==> src/rtl/victim_select_controller_pkg.sv <==
// victim_select_package
// Shared definitions for the victim-select controller slice:
//   stateType        - controller FSM state encoding
//   counterWidthFor  - line-index width for a given number of cache lines
//                      (2 bits up to 4 lines, then one bit per doubling,
//                      saturating at 8 bits above 128 lines)
package victim_select_package;

  typedef enum logic [1:0] {
    IDLE,
    SELECT,
    WRITE_BACK,
    GRANT
  } stateType;

  function automatic int counterWidthFor(input int numberOfLines);
    if (numberOfLines <= 4)        return 2;
    else if (numberOfLines <= 8)   return 3;
    else if (numberOfLines <= 16)  return 4;
    else if (numberOfLines <= 32)  return 5;
    else if (numberOfLines <= 64)  return 6;
    else if (numberOfLines <= 128) return 7;
    else                           return 8;
  endfunction

endpackage

==> src/rtl/victim_select_controller_finder.sv <==
// invalid_line_finder
// Combinational priority encoder returning the lowest-index cache line whose
// valid bit is clear. Only built when VICTIM_INVALID_FIRST_EN is defined.
// Ports:
//   validVector  in   per-line valid bits
//   found        out  at least one line is invalid
//   lineIndex    out  lowest invalid line index (0 when none is found)
module invalid_line_finder
  import victim_select_package::*;
#(
  parameter int NUMBER_OF_CACHE_LINES = 4,
  parameter int COUNTER_WIDTH         = counterWidthFor(NUMBER_OF_CACHE_LINES)
) (
  input  logic [NUMBER_OF_CACHE_LINES-1:0] validVector,
  output logic                             found,
  output logic [COUNTER_WIDTH-1:0]         lineIndex
);

  // Scanning from the top down lets each lower invalid line overwrite the
  // result, so the lowest index wins without a separate priority chain.
  always_comb begin
    found     = 1'b0;
    lineIndex = '0;
    for (int i = NUMBER_OF_CACHE_LINES - 1; i >= 0; i--) begin
      if (!validVector[i]) begin
        found     = 1'b1;
        lineIndex = COUNTER_WIDTH'(i);
      end
    end
  end

endmodule

==> src/rtl/victim_select_controller.sv <==
// victim_select_controller
// Picks a victim line for an allocation request, writes it back first when it
// holds valid dirty data, then grants it and tells the replacement algorithm
// that the victim has just been used.
// Optional feature: define VICTIM_INVALID_FIRST_EN to prefer the lowest-index
// invalid line over the replacement algorithm's candidate.
// Ports:
//   clock, reset           rising-edge clock, asynchronous active-high reset
//   accessValid/Line       cache hit notification
//   allocateRequest        held by the requester until allocateGrant
//   allocateGrant/Line     one-cycle grant pulse with the chosen line
//   validVector/dirtyVector per-line state bits
//   writeBackRequest/Line  held until writeBackDone pulses
//   writeBackDone          write-back completion pulse
//   lastAccessedCacheLine, algorithmEnable, algorithmReset
//                          update/reset port towards the replacement algorithm
//   replacementCacheLine   replacement algorithm's current victim candidate
module victim_select_controller
  import victim_select_package::*;
#(
  parameter int NUMBER_OF_CACHE_LINES = 4,
  parameter int COUNTER_WIDTH         = counterWidthFor(NUMBER_OF_CACHE_LINES)
) (
  input  logic                             clock,
  input  logic                             reset,
  input  logic                             accessValid,
  input  logic [COUNTER_WIDTH-1:0]         accessLine,
  input  logic                             allocateRequest,
  output logic                             allocateGrant,
  output logic [COUNTER_WIDTH-1:0]         allocateLine,
  input  logic [NUMBER_OF_CACHE_LINES-1:0] validVector,
  input  logic [NUMBER_OF_CACHE_LINES-1:0] dirtyVector,
  output logic                             writeBackRequest,
  output logic [COUNTER_WIDTH-1:0]         writeBackLine,
  input  logic                             writeBackDone,
  output logic [COUNTER_WIDTH-1:0]         lastAccessedCacheLine,
  output logic                             algorithmEnable,
  output logic                             algorithmReset,
  input  logic [COUNTER_WIDTH-1:0]         replacementCacheLine
);

  stateType                 state;
  logic [COUNTER_WIDTH-1:0] victim;
  logic [COUNTER_WIDTH-1:0] candidate;
  logic                     candidateNeedsWriteBack;

`ifdef VICTIM_INVALID_FIRST_EN
  logic                     invalidFound;
  logic [COUNTER_WIDTH-1:0] invalidLine;

  invalid_line_finder #(
    .NUMBER_OF_CACHE_LINES(NUMBER_OF_CACHE_LINES),
    .COUNTER_WIDTH        (COUNTER_WIDTH)
  ) invalidFinder (
    .validVector(validVector),
    .found      (invalidFound),
    .lineIndex  (invalidLine)
  );

  assign candidate = invalidFound ? invalidLine : replacementCacheLine;
`else
  assign candidate = replacementCacheLine;
`endif

  // An invalid line never holds data worth saving, so the dirty bit only
  // matters when the chosen line is also valid.
  assign candidateNeedsWriteBack = validVector[candidate] & dirtyVector[candidate];

  // Main controller FSM. The grant and write-back outputs are registered and
  // set on the transition into their state, so they line up exactly with
  // GRANT and WRITE_BACK. Reset drops everything at once, which also aborts
  // an in-flight write-back without producing a grant.
  always_ff @(posedge clock or posedge reset) begin
    if (reset) begin
      state            <= IDLE;
      victim           <= '0;
      allocateGrant    <= 1'b0;
      allocateLine     <= '0;
      writeBackRequest <= 1'b0;
      writeBackLine    <= '0;
    end else begin
      allocateGrant <= 1'b0;
      case (state)
        IDLE: begin
          if (allocateRequest) begin
            state <= SELECT;
          end
        end
        SELECT: begin
          victim <= candidate;
          if (candidateNeedsWriteBack) begin
            state            <= WRITE_BACK;
            writeBackRequest <= 1'b1;
            writeBackLine    <= candidate;
          end else begin
            state         <= GRANT;
            allocateGrant <= 1'b1;
            allocateLine  <= candidate;
          end
        end
        WRITE_BACK: begin
          if (writeBackDone) begin
            state            <= GRANT;
            writeBackRequest <= 1'b0;
            writeBackLine    <= '0;
            allocateGrant    <= 1'b1;
            allocateLine     <= victim;
          end
        end
        GRANT: begin
          state        <= IDLE;
          allocateLine <= '0;
        end
        default: begin
          state <= IDLE;
        end
      endcase
    end
  end

  // The replacement algorithm is held in reset while we are, and released on
  // the first clock edge after our reset goes away.
  always_ff @(posedge clock or posedge reset) begin
    if (reset) begin
      algorithmReset <= 1'b1;
    end else begin
      algorithmReset <= 1'b0;
    end
  end

  // Hits are forwarded to the algorithm with zero latency, except in GRANT
  // where the freshly allocated victim must be reported as most recently used;
  // a hit in that cycle is deliberately dropped.
  always_comb begin
    algorithmEnable       = accessValid;
    lastAccessedCacheLine = accessLine;
    if (state == GRANT) begin
      algorithmEnable       = 1'b1;
      lastAccessedCacheLine = victim;
    end
  end

endmodule

==> config.mk <==
export PLATFORM = sky130hd
export DESIGN_NAME = victim_select_controller
export DESIGN_NICKNAME = d
export VERILOG_FILES = /design/src/rtl/victim_select_controller_pkg.sv /design/src/rtl/victim_select_controller_finder.sv /design/src/rtl/victim_select_controller.sv
export SDC_FILE = /design/constraint.sdc
export NUM_CORES = 1
export LEC_CHECK = 0
export BUFFER_PORTS_ARGS = -buffer_cell sky130_fd_sc_hd__buf_2
export CORE_UTILIZATION = 41
export DETAILED_ROUTE_END_ITERATION = 10
export PLACE_DENSITY = 0.7
export SYNTH_ARGS = -nofsm -noshare
export SYNTH_HDL_FRONTEND = slang
export SYNTH_HIERARCHICAL = 1
export SYNTH_SLANG_ARGS = --single-unit
==> constraint.sdc <==
create_clock -name clock -period 2.08 [get_ports clock]
set_clock_uncertainty 0.05 [all_clocks]
set_input_delay 0.416 -clock clock [delete_from_list [all_inputs] [get_ports clock]]
set_output_delay 0.416 -clock clock [all_outputs]
set_load 0.05 [all_outputs]
==> flow_metrics.tcl, run 1 <==
set metrics [dict create \
    status "completed" \
    rows 14 \
    first_global_vias 557 \
    crit_required_ns 1.61 \
    final_core_util_pct 55.1 \
    grt_setup_unrepaired "false" \
    fp.dieH_um 41.8 \
    timing.final.crit_share_pct 95.3 \
    gp_congestion 0.672 \
    synth_cells 65 \
    layout_commonest_cell "buf_2" \
    grt_overflow 0 \
    finalSetupTns_ns 0 \
    h-tree-depth 1 \
    drc 0 \
    area_growth_pct 26.2 \
    yosysTopAreaCell "dfrtp_1" \
    reg2regPathDepth 6 \
    antennaDiodeCount 0 \
    power_density_nw_per_um2 1680 \
    clock-root-buffer "clkbuf_4" \
    io_pins 27 \
    r2r-end "allocateLine[1]" \
    grt_pass1_wl_mm 2.37 \
    wire_per_inst_um 12.2 \
    start_util_pct 43.7 \
    clk_path_buf_depth 2 \
    hpwlAfterDp_mm 1.03 \
    p_leak_nw 0.414 \
    hold_viol 0 \
    yosysWarnings 6 \
    syn_area_um2 651 \
    synth_top_area_share_pct 38.5 \
    clock_latency_ns 0.27 \
    peakVddDrop_v 0.000909 \
    final_cells 109 \
    vias 561 \
    cp-startpoint "state[1]" \
    criticalPathCategory "register to primary output" \
    grt_use_total_pct 17.7 \
    wirelength_mm 1.34 \
    endpoint_kind "primary output" \
    post-cts-setup-buffers 0 \
    seq_area_frac_synth_pct 42.5 \
    path_max_fanout 6 \
    syn_area_per_cell_um2 10.0 \
    coreArea_um2 1490 \
    setup_viol 0 \
    final_cell_mix "buf_2, dfrtp_1, inv_1" \
    clkSinkCount 11 \
    netlist_top_cells_area "dfrtp_1, ha_1, mux2_2, inv_1, mux2i_1" \
    final_area_um2 821 \
    path_clk_slew_ns 0.07 \
    drive_gt1_share_pct 41.9 \
    setup_ws_ns 0.0979 \
    drt_iter0_drc 10 \
    yosys_register_bits 11 \
    final_nets 115 \
    die_w_um 41.8 \
    r2r_setup_slack_ns 0.37 \
    antenna_found_initial 0 \
    placed_area_um2 792 \
    via_per_inst 5.15 \
    syn_nets 86 \
    netlist-cell-type-count 28 \
    pre_cts_ws_ns 0.367 \
    max_freq_ghz 0.505 \
    grt_max_degree 12 \
    fin_crit_ns 1.98 \
    cts_buffers 3 \
    report.final.slew_viol_count 0 \
    worst_ep_arrival_time_ns 1.52 \
    dp_cells 105 \
    portBuffers 26 \
    cts_tree "yes" \
    startpoint_type "register" \
    fill_cells 132 \
    dr.pass1.iters 4 \
    die_area_um2 1750 \
    crit-reg2reg-launch "state[0]" \
    max_cap_violations 0 \
    final_antenna_net_count 0 \
    hold_path_class "input port to asynchronous set/reset pin" \
]
-- through the flow --
stage          hold slack [ns]  total power (W)
2_1_floorplan            0.218          0.00105
3_3_place_gp             0.374          0.00121
3_5_place_dp             0.379          0.00122
4_1_cts                 0.0855          0.00139
5_1_grt                  0.121          0.00148
6_report                0.0616          0.00138
-- where the power goes --
group | switching, W | leakage [nW] | internal, W
registers | 0.0000655 | 0.133 | 0.000314
logic | 0.000563 | 0.266 | 0.000289
clock network | 0.0000745 | 0.0150 | 0.0000743
-- layout make-up --
cell class / count / area, µm² / share of cell area, %
inverters: 9 / 33.8 / 4.12
well taps: 16 / 20.0 / 2.44
flip-flops and latches: 11 / 277 / 33.7
clock buffers: 4 / 26.3 / 3.20
repair buffers: 26 / 130 / 15.9
multi-input cells: 43 / 334 / 40.7
-- per-layer routing --
metal	share of wire, %	wire length (µm)	global-route usage, %	up-vias
met4	0	0	1.94	0
met1	44	586	20.4	267
met2	51	682	30.9	15
met3	4.9	66	7.83	0
li1	-	-	-	279
met5	0	0	0	-
-- Yosys cell counts, drive strengths merged --
cell type  instances
dfrtp             10
inv                9
a21oi              4
ha                 4
mux2               4
nor2               4
mux2i              3
nand2              3
a21boi             2
nand4b             2
nor3               2
nor3b              2
o21ai              2
o2bb2ai            2
a22oi              1
a311o              1
and4               1
buf                1
clkbuf             1
conb               1
dfstp              1
nand2b             1
nand4              1
nand4bb            1
nor2b              1
or2                1
-- repair_timing --
item / in CTS / in global routing
endpoints found under the setup margin: 0 / 2
hold buffers: 0 / 0
resized for setup: 0 / 1
-- cell families (layout without fill, tap and decap cells) --
kind of cell	after synthesis	after routing	synth area share, %
AND/OR/NAND/NOR	19	19	18.3
AO/OA/AOI/OAI	12	12	12.9
flip-flops	11	11	42.5
buffers and inverters	11	39	6.54
multiplexers	7	7	11.5
adder cells (fa/ha/maj)	4	4	7.69
other	1	1	0.576
-- how the worst max path moves through the flow --
stage / end / slack (ns)
finish: lastAccessedCacheLine[0] / 0.1
global route: lastAccessedCacheLine[1] / 0.05
floorplan: lastAccessedCacheLine[0] / 0.53
global placement: lastAccessedCacheLine[0] / 0.40
detailed placement: lastAccessedCacheLine[0] / 0.37
CTS: lastAccessedCacheLine[0] / 0.05
-- state kept, by name (all words and copies together) (netlist names) --
| signal | count |
|---|---|
| algorithmReset | 1 |
| allocateGrant | 1 |
| allocateLine | 2 |
| state | 2 |
| victim | 2 |
| writeBackLine | 2 |
| writeBackRequest | 1 |
-- worst max-delay path, cell delays in order, from the launching register on --
cell     delay [ns]
dfrtp_1        0.41
ha_2           0.28
mux2_2         0.35
buf_2          0.21
No activity file was read; power rests on OpenSTA's default activity.
==> run 2: changes to the inputs <==
--- a/config.mk
+++ b/config.mk
@@ -5,6 +5,7 @@
 export SDC_FILE = /design/constraint.sdc
 export NUM_CORES = 1
 export LEC_CHECK = 0
+export ABC_AREA = 1
 export BUFFER_PORTS_ARGS = -buffer_cell sky130_fd_sc_hd__buf_2
 export CORE_UTILIZATION = 41
 export DETAILED_ROUTE_END_ITERATION = 10
==> flow_metrics.tcl, run 2 <==
set metrics [dict create \
    cts_tree "yes" \
    die_area_um2 1780 \
    wirelength_mm 1.28 \
    p_leak_nw 0.469 \
    syn_area_um2 661 \
    antennaDiodeCount 0 \
    ys.flop_type "dfrtp_1" \
    fp.dieH_um 42.1 \
    report.final.slew_viol_count 0 \
    placed_area_um2 811 \
    power_w 0.00139 \
    clock_latency_ns 0.27 \
    yosys_register_bits 11 \
    grt_use_total_pct 17.2 \
    path_max_fanout 5 \
    dr.pass1.iters 4 \
    grt_overflow 0 \
    clock-root-buffer "clkbuf_4" \
    netlist-cell-type-count 20 \
    final_antenna_net_count 0 \
    synth.most_common_cell "nand2_1" \
    post-cts-setup-buffers 0 \
    peakVddDrop_v 0.000744 \
    synth_edf_count 0 \
    rows 14 \
    critPathBufInv 2 \
    holdBufCountCts 0 \
    die_w_um 42.1 \
    netlist_top_cells_count "nand2_1, inv_1, dfrtp_1" \
    wire_per_inst_um 10.1 \
    syn_area_per_cell_um2 8.16 \
    worst_ep_arrival_time_ns 1.43 \
    hold_viol 0 \
    crit_required_ns 1.61 \
    netlist_top_cells_area "dfrtp_1, nand2_1, ha_1, inv_1, dfstp_2" \
    path_clk_slew_ns 0.08 \
    post_cts_resized 0 \
    power_density_nw_per_um2 1660 \
    crit_slowest_cell "dfrtp_1" \
    layout_commonest_cell "buf_2" \
    drive_gt1_share_pct 40.5 \
    max_stage_delay_ns 0.41 \
    drc 0 \
    yosysWarnings 6 \
    portBuffers 26 \
    clkSinkCount 11 \
    finalSetupTns_ns 0 \
    syn_nets 102 \
    synth_cells 81 \
    h-tree-depth 1 \
    timing.final.crit_share_pct 91.3 \
    max_cap_violations 0 \
    cts_buffers 3 \
    grt_max_degree 12 \
    io_pins 27 \
    hpwlAfterDp_mm 1.03 \
    setup_viol 0 \
    endpoint_kind "primary output" \
    final_nets 133 \
    status "completed" \
    via_per_inst 4.59 \
    final_area_um2 837 \
    final_cell_mix "buf_2, nand2_1, inv_1" \
    antenna_found_initial 0 \
    clk_path_buf_depth 2 \
    seq_area_frac_synth_pct 41.9 \
    max_freq_ghz 0.527 \
    coreArea_um2 1510 \
    vias 583 \
    area_growth_pct 26.7 \
    drt_iter0_drc 4 \
    yosysTopAreaCell "dfrtp_1" \
    grt_setup_unrepaired "false" \
    path_delay_family "buffers and inverters" \
    r2r_setup_slack_ns 0.58 \
    startpoint_type "register" \
    async_reset_ff_share_pct 100 \
    gp_congestion 0.744 \
    fin_crit_ns 1.90 \
    start_util_pct 43.9 \
    path_cells "ha_1, inv_1, nand2_1, o21ai_1, buf_2" \
    criticalPathCategory "register to primary output" \
    first_global_vias 554 \
    hold_path_class "input port to asynchronous set/reset pin" \
    synth_top_area_share_pct 37.9 \
    grt_pass1_wl_mm 2.25 \
]
## run 2: cell count changes after synthesis, moves of 3 or more
cell     previous run  this run
nand3_1             0         3
nand2_1             3        23
o21ai_1             0         4
mux2_2              4         0
mux2i_1             3         0
o21ai_0             1         5
nor2_1              3         0
nand2_2             0         3
inv_2               0         3
## run 2: report_power, final
group | switching, W | internal (W) | total [W]
logic | 0.000627 | 0.000256 | 0.000882
registers | 0.0000505 | 0.000311 | 0.000361
clock network | 0.0000741 | 0.0000742 | 0.000148
total | 0.000751 | 0.000641 | 0.00139
## run 2: path summary, 6_finish.rpt
path                       depth (start not counted)                       end            start
max                                                5  lastAccessedCacheLine[0]         state[0]
min                                                2           allocateLine[1]            reset
max reg2reg                                        7          writeBackRequest         state[1]
min reg2reg                                        2           allocateLine[0]  allocateLine[0]
max in group asynchronous                          2            algorithmReset            reset
min in group clock                                 3             allocateGrant    writeBackDone
## run 2: layout make-up
cell class,count,area [µm²]
clock buffer,4,26.3
inverter,14,52.6
multi-input combinational,56,332
fill,161,669
sequential,11,277
tap,16,20.0
timing repair buffer,26,130
## run 2: layer usage
metal	up-vias	GRT usage [%]	routed length (µm)
met3	2	6.47	49
met1	249	19.0	587
met2	14	30.3	636
met4	0	5.63	10
met5	-	0	0
li1	318	-	-
## run 2: cells by family (layout without fill, tap and decap cells)
| logic type | Yosys count | in the layout | synth area share, % |
|---|---|---|---|
| and+or+nand+nor | 36 | 36 | 29.2 |
| buffers and inverters | 14 | 44 | 7.95 |
| DFF | 11 | 11 | 41.9 |
| adders and majority gates | 4 | 4 | 7.58 |
| AOI/OAI and AO/OA | 15 | 15 | 12.9 |
| other | 1 | 1 | 0.568 |
## run 2: stage by stage
step / worst slack [ns] / hold WS, ns / cells / utilization, %
after floorplan: 0.277 / 0.218 / 81 / -
after global placement: 0.504 / 0.372 / 123 / 53.8
after detailed placement: 0.461 / 0.384 / 123 / 53.8
after CTS: 0.162 / 0.0890 / 127 / 55.6
after global routing: 0.0486 / 0.108 / 127 / 55.6
final: 0.181 / 0.0764 / 127 / 55.6
==> run 3: changes to the inputs <==
--- a/config.mk
+++ b/config.mk
@@ -7,6 +7,7 @@
 export LEC_CHECK = 0
 export ABC_AREA = 1
 export BUFFER_PORTS_ARGS = -buffer_cell sky130_fd_sc_hd__buf_2
+export CORE_ASPECT_RATIO = 0.9
 export CORE_UTILIZATION = 41
 export DETAILED_ROUTE_END_ITERATION = 10
 export PLACE_DENSITY = 0.7
==> constraint.sdc (replaced) <==
create_clock -name clock -period 1.9 [get_ports clock]
set_clock_uncertainty 0.05 [all_clocks]
set_input_delay 0.38 -clock clock [delete_from_list [all_inputs] [get_ports clock]]
set_output_delay 0.38 -clock clock [all_outputs]
set_load 0.05 [all_outputs]
==> flow_metrics.tcl, run 3 (synthesis gave the netlist of run 2 again) <==
set metrics [dict create \
    status "completed" \
    fin_crit_ns 1.84 \
    finalSetupTns_ns 0 \
    holdBufCountCts 0 \
    drc 0 \
    via_per_inst 4.36 \
    report.final.slew_viol_count 0 \
    vias 580 \
    hold_viol 0 \
    layout_commonest_cell "buf_2" \
    clock_latency_ns 0.27 \
    wirelength_mm 1.25 \
    gp_congestion 0.712 \
    rows 13 \
    post-cts-setup-buffers 0 \
    grt_setup_unrepaired "false" \
    peakVddDrop_v 0.000809 \
    antenna_found_initial 0 \
    grt_max_degree 12 \
    final_cell_mix "buf_2, nand2_1, inv_1, dfrtp_1, o21ai_1" \
    portBuffers 26 \
    die_area_um2 1780 \
    cts_tree "yes" \
    path_clk_slew_ns 0.07 \
    first_global_vias 515 \
    start_util_pct 44.6 \
    io_pins 27 \
    wl_met2_um 596 \
    hold_path_class "input port to asynchronous set/reset pin" \
    h-tree-depth 1 \
    hpwlAfterDp_mm 1.00 \
    crit_required_ns 1.47 \
    clk_path_buf_depth 2 \
    clkSinkCount 11 \
    timing.final.crit_share_pct 96.6 \
    setup_viol 0 \
    grt_pass1_wl_mm 2.11 \
    power_density_nw_per_um2 1800 \
    startpoint_type "register" \
    fp.dieH_um 40.1 \
    worst_ep_arrival_time_ns 1.41 \
    final_antenna_net_count 0 \
    top_layer_used "met3" \
    area_growth_pct 29.2 \
    drt_iter0_drc 8 \
    die_w_um 44.3 \
    grt_overflow 0 \
    met1_length_um 592 \
    route.met3.wl_um 58 \
    clock-root-buffer "clkbuf_4" \
    endpoint_kind "primary output" \
    antennaDiodeCount 0 \
    drive_gt1_share_pct 41.4 \
    wire_per_inst_um 9.38 \
    coreArea_um2 1480 \
    grt_use_total_pct 17.3 \
    path_max_fanout 4 \
    p_leak_nw 0.472 \
    cts_buffers 3 \
    max_cap_violations 0 \
    dr.pass1.iters 2 \
    final_nets 133 \
    final_core_util_pct 57.7 \
    max_freq_ghz 0.545 \
    criticalPathCategory "register to primary output" \
]
==> run 3: cell counts in the layout (fill, tap and decap cells not counted) <==
Identical to the previous run, type by type.
==> run 3: cell type report <==
class | count | area [µm²]
fillers | 141 | 627
multi-input cells | 56 | 332
flip-flops and latches | 11 | 277
repair buffers | 26 | 139
inverters | 14 | 52.6
well taps | 22 | 27.5
clock buffers | 4 | 26.3
==> run 3: final timing paths <==
| kind | cells after the start | slack [ns] | end | startpoint |
|---|---|---|---|---|
| min in group clock | 3 | 0.33 | allocateGrant | writeBackDone |
| hold / removal | 2 | 0.04 | writeBackRequest | reset |
| setup reg to reg | 7 | 0.41 | writeBackLine[1] | state[1] |
| max in group asynchronous | 2 | 1.43 | algorithmReset | reset |
| setup / recovery | 3 | 0.06 | algorithmEnable | state[0] |
| hold reg to reg | 2 | 0.42 | allocateLine[0] | allocateLine[0] |
==> run 3: per-layer routing <==
layer | up-vias | track usage [%]
met4 | 0 | 4.55
li1 | 314 | -
met5 | - | 0
met3 | 0 | 8.11
met2 | 13 | 28.7
met1 | 253 | 20.4
==> run 3: repair_timing <==
| action | in CTS | in global routing |
|---|---|---|
| hold endpoints to repair | 0 | 0 |
| setup endpoints to repair | 1 | 2 |
| pin swaps | 0 | 0 |
| resized for setup | 1 | 4 |
==> run 3: stage by stage <==
stage / instance area (µm²) / setup slack [ns] / total power, W / hold WS (ns) / std cells
after floorplan: 661 / 0.133 / 0.00118 / 0.182 / 81
after global placement: 818 / 0.351 / 0.00135 / 0.338 / 129
after detailed placement: 818 / 0.296 / 0.00137 / 0.353 / 129
after CTS: 847 / 0.0262 / 0.00154 / 0.0589 / 133
after global routing: 853 / 0.00133 / 0.00168 / 0.0667 / 133
final: 853 / 0.0645 / 0.00154 / 0.0419 / 133
==> run 3: worst max-delay path: stages (launching register included) <==
cell     delay (ns)
dfrtp_1        0.41
ha_1           0.23
or2_2          0.29
buf_2          0.21
==> run 3: power breakdown <==
group	internal, W	switching, W
logic	0.000299	0.000689
clock network	0.0000812	0.0000766
registers	0.000340	0.0000525
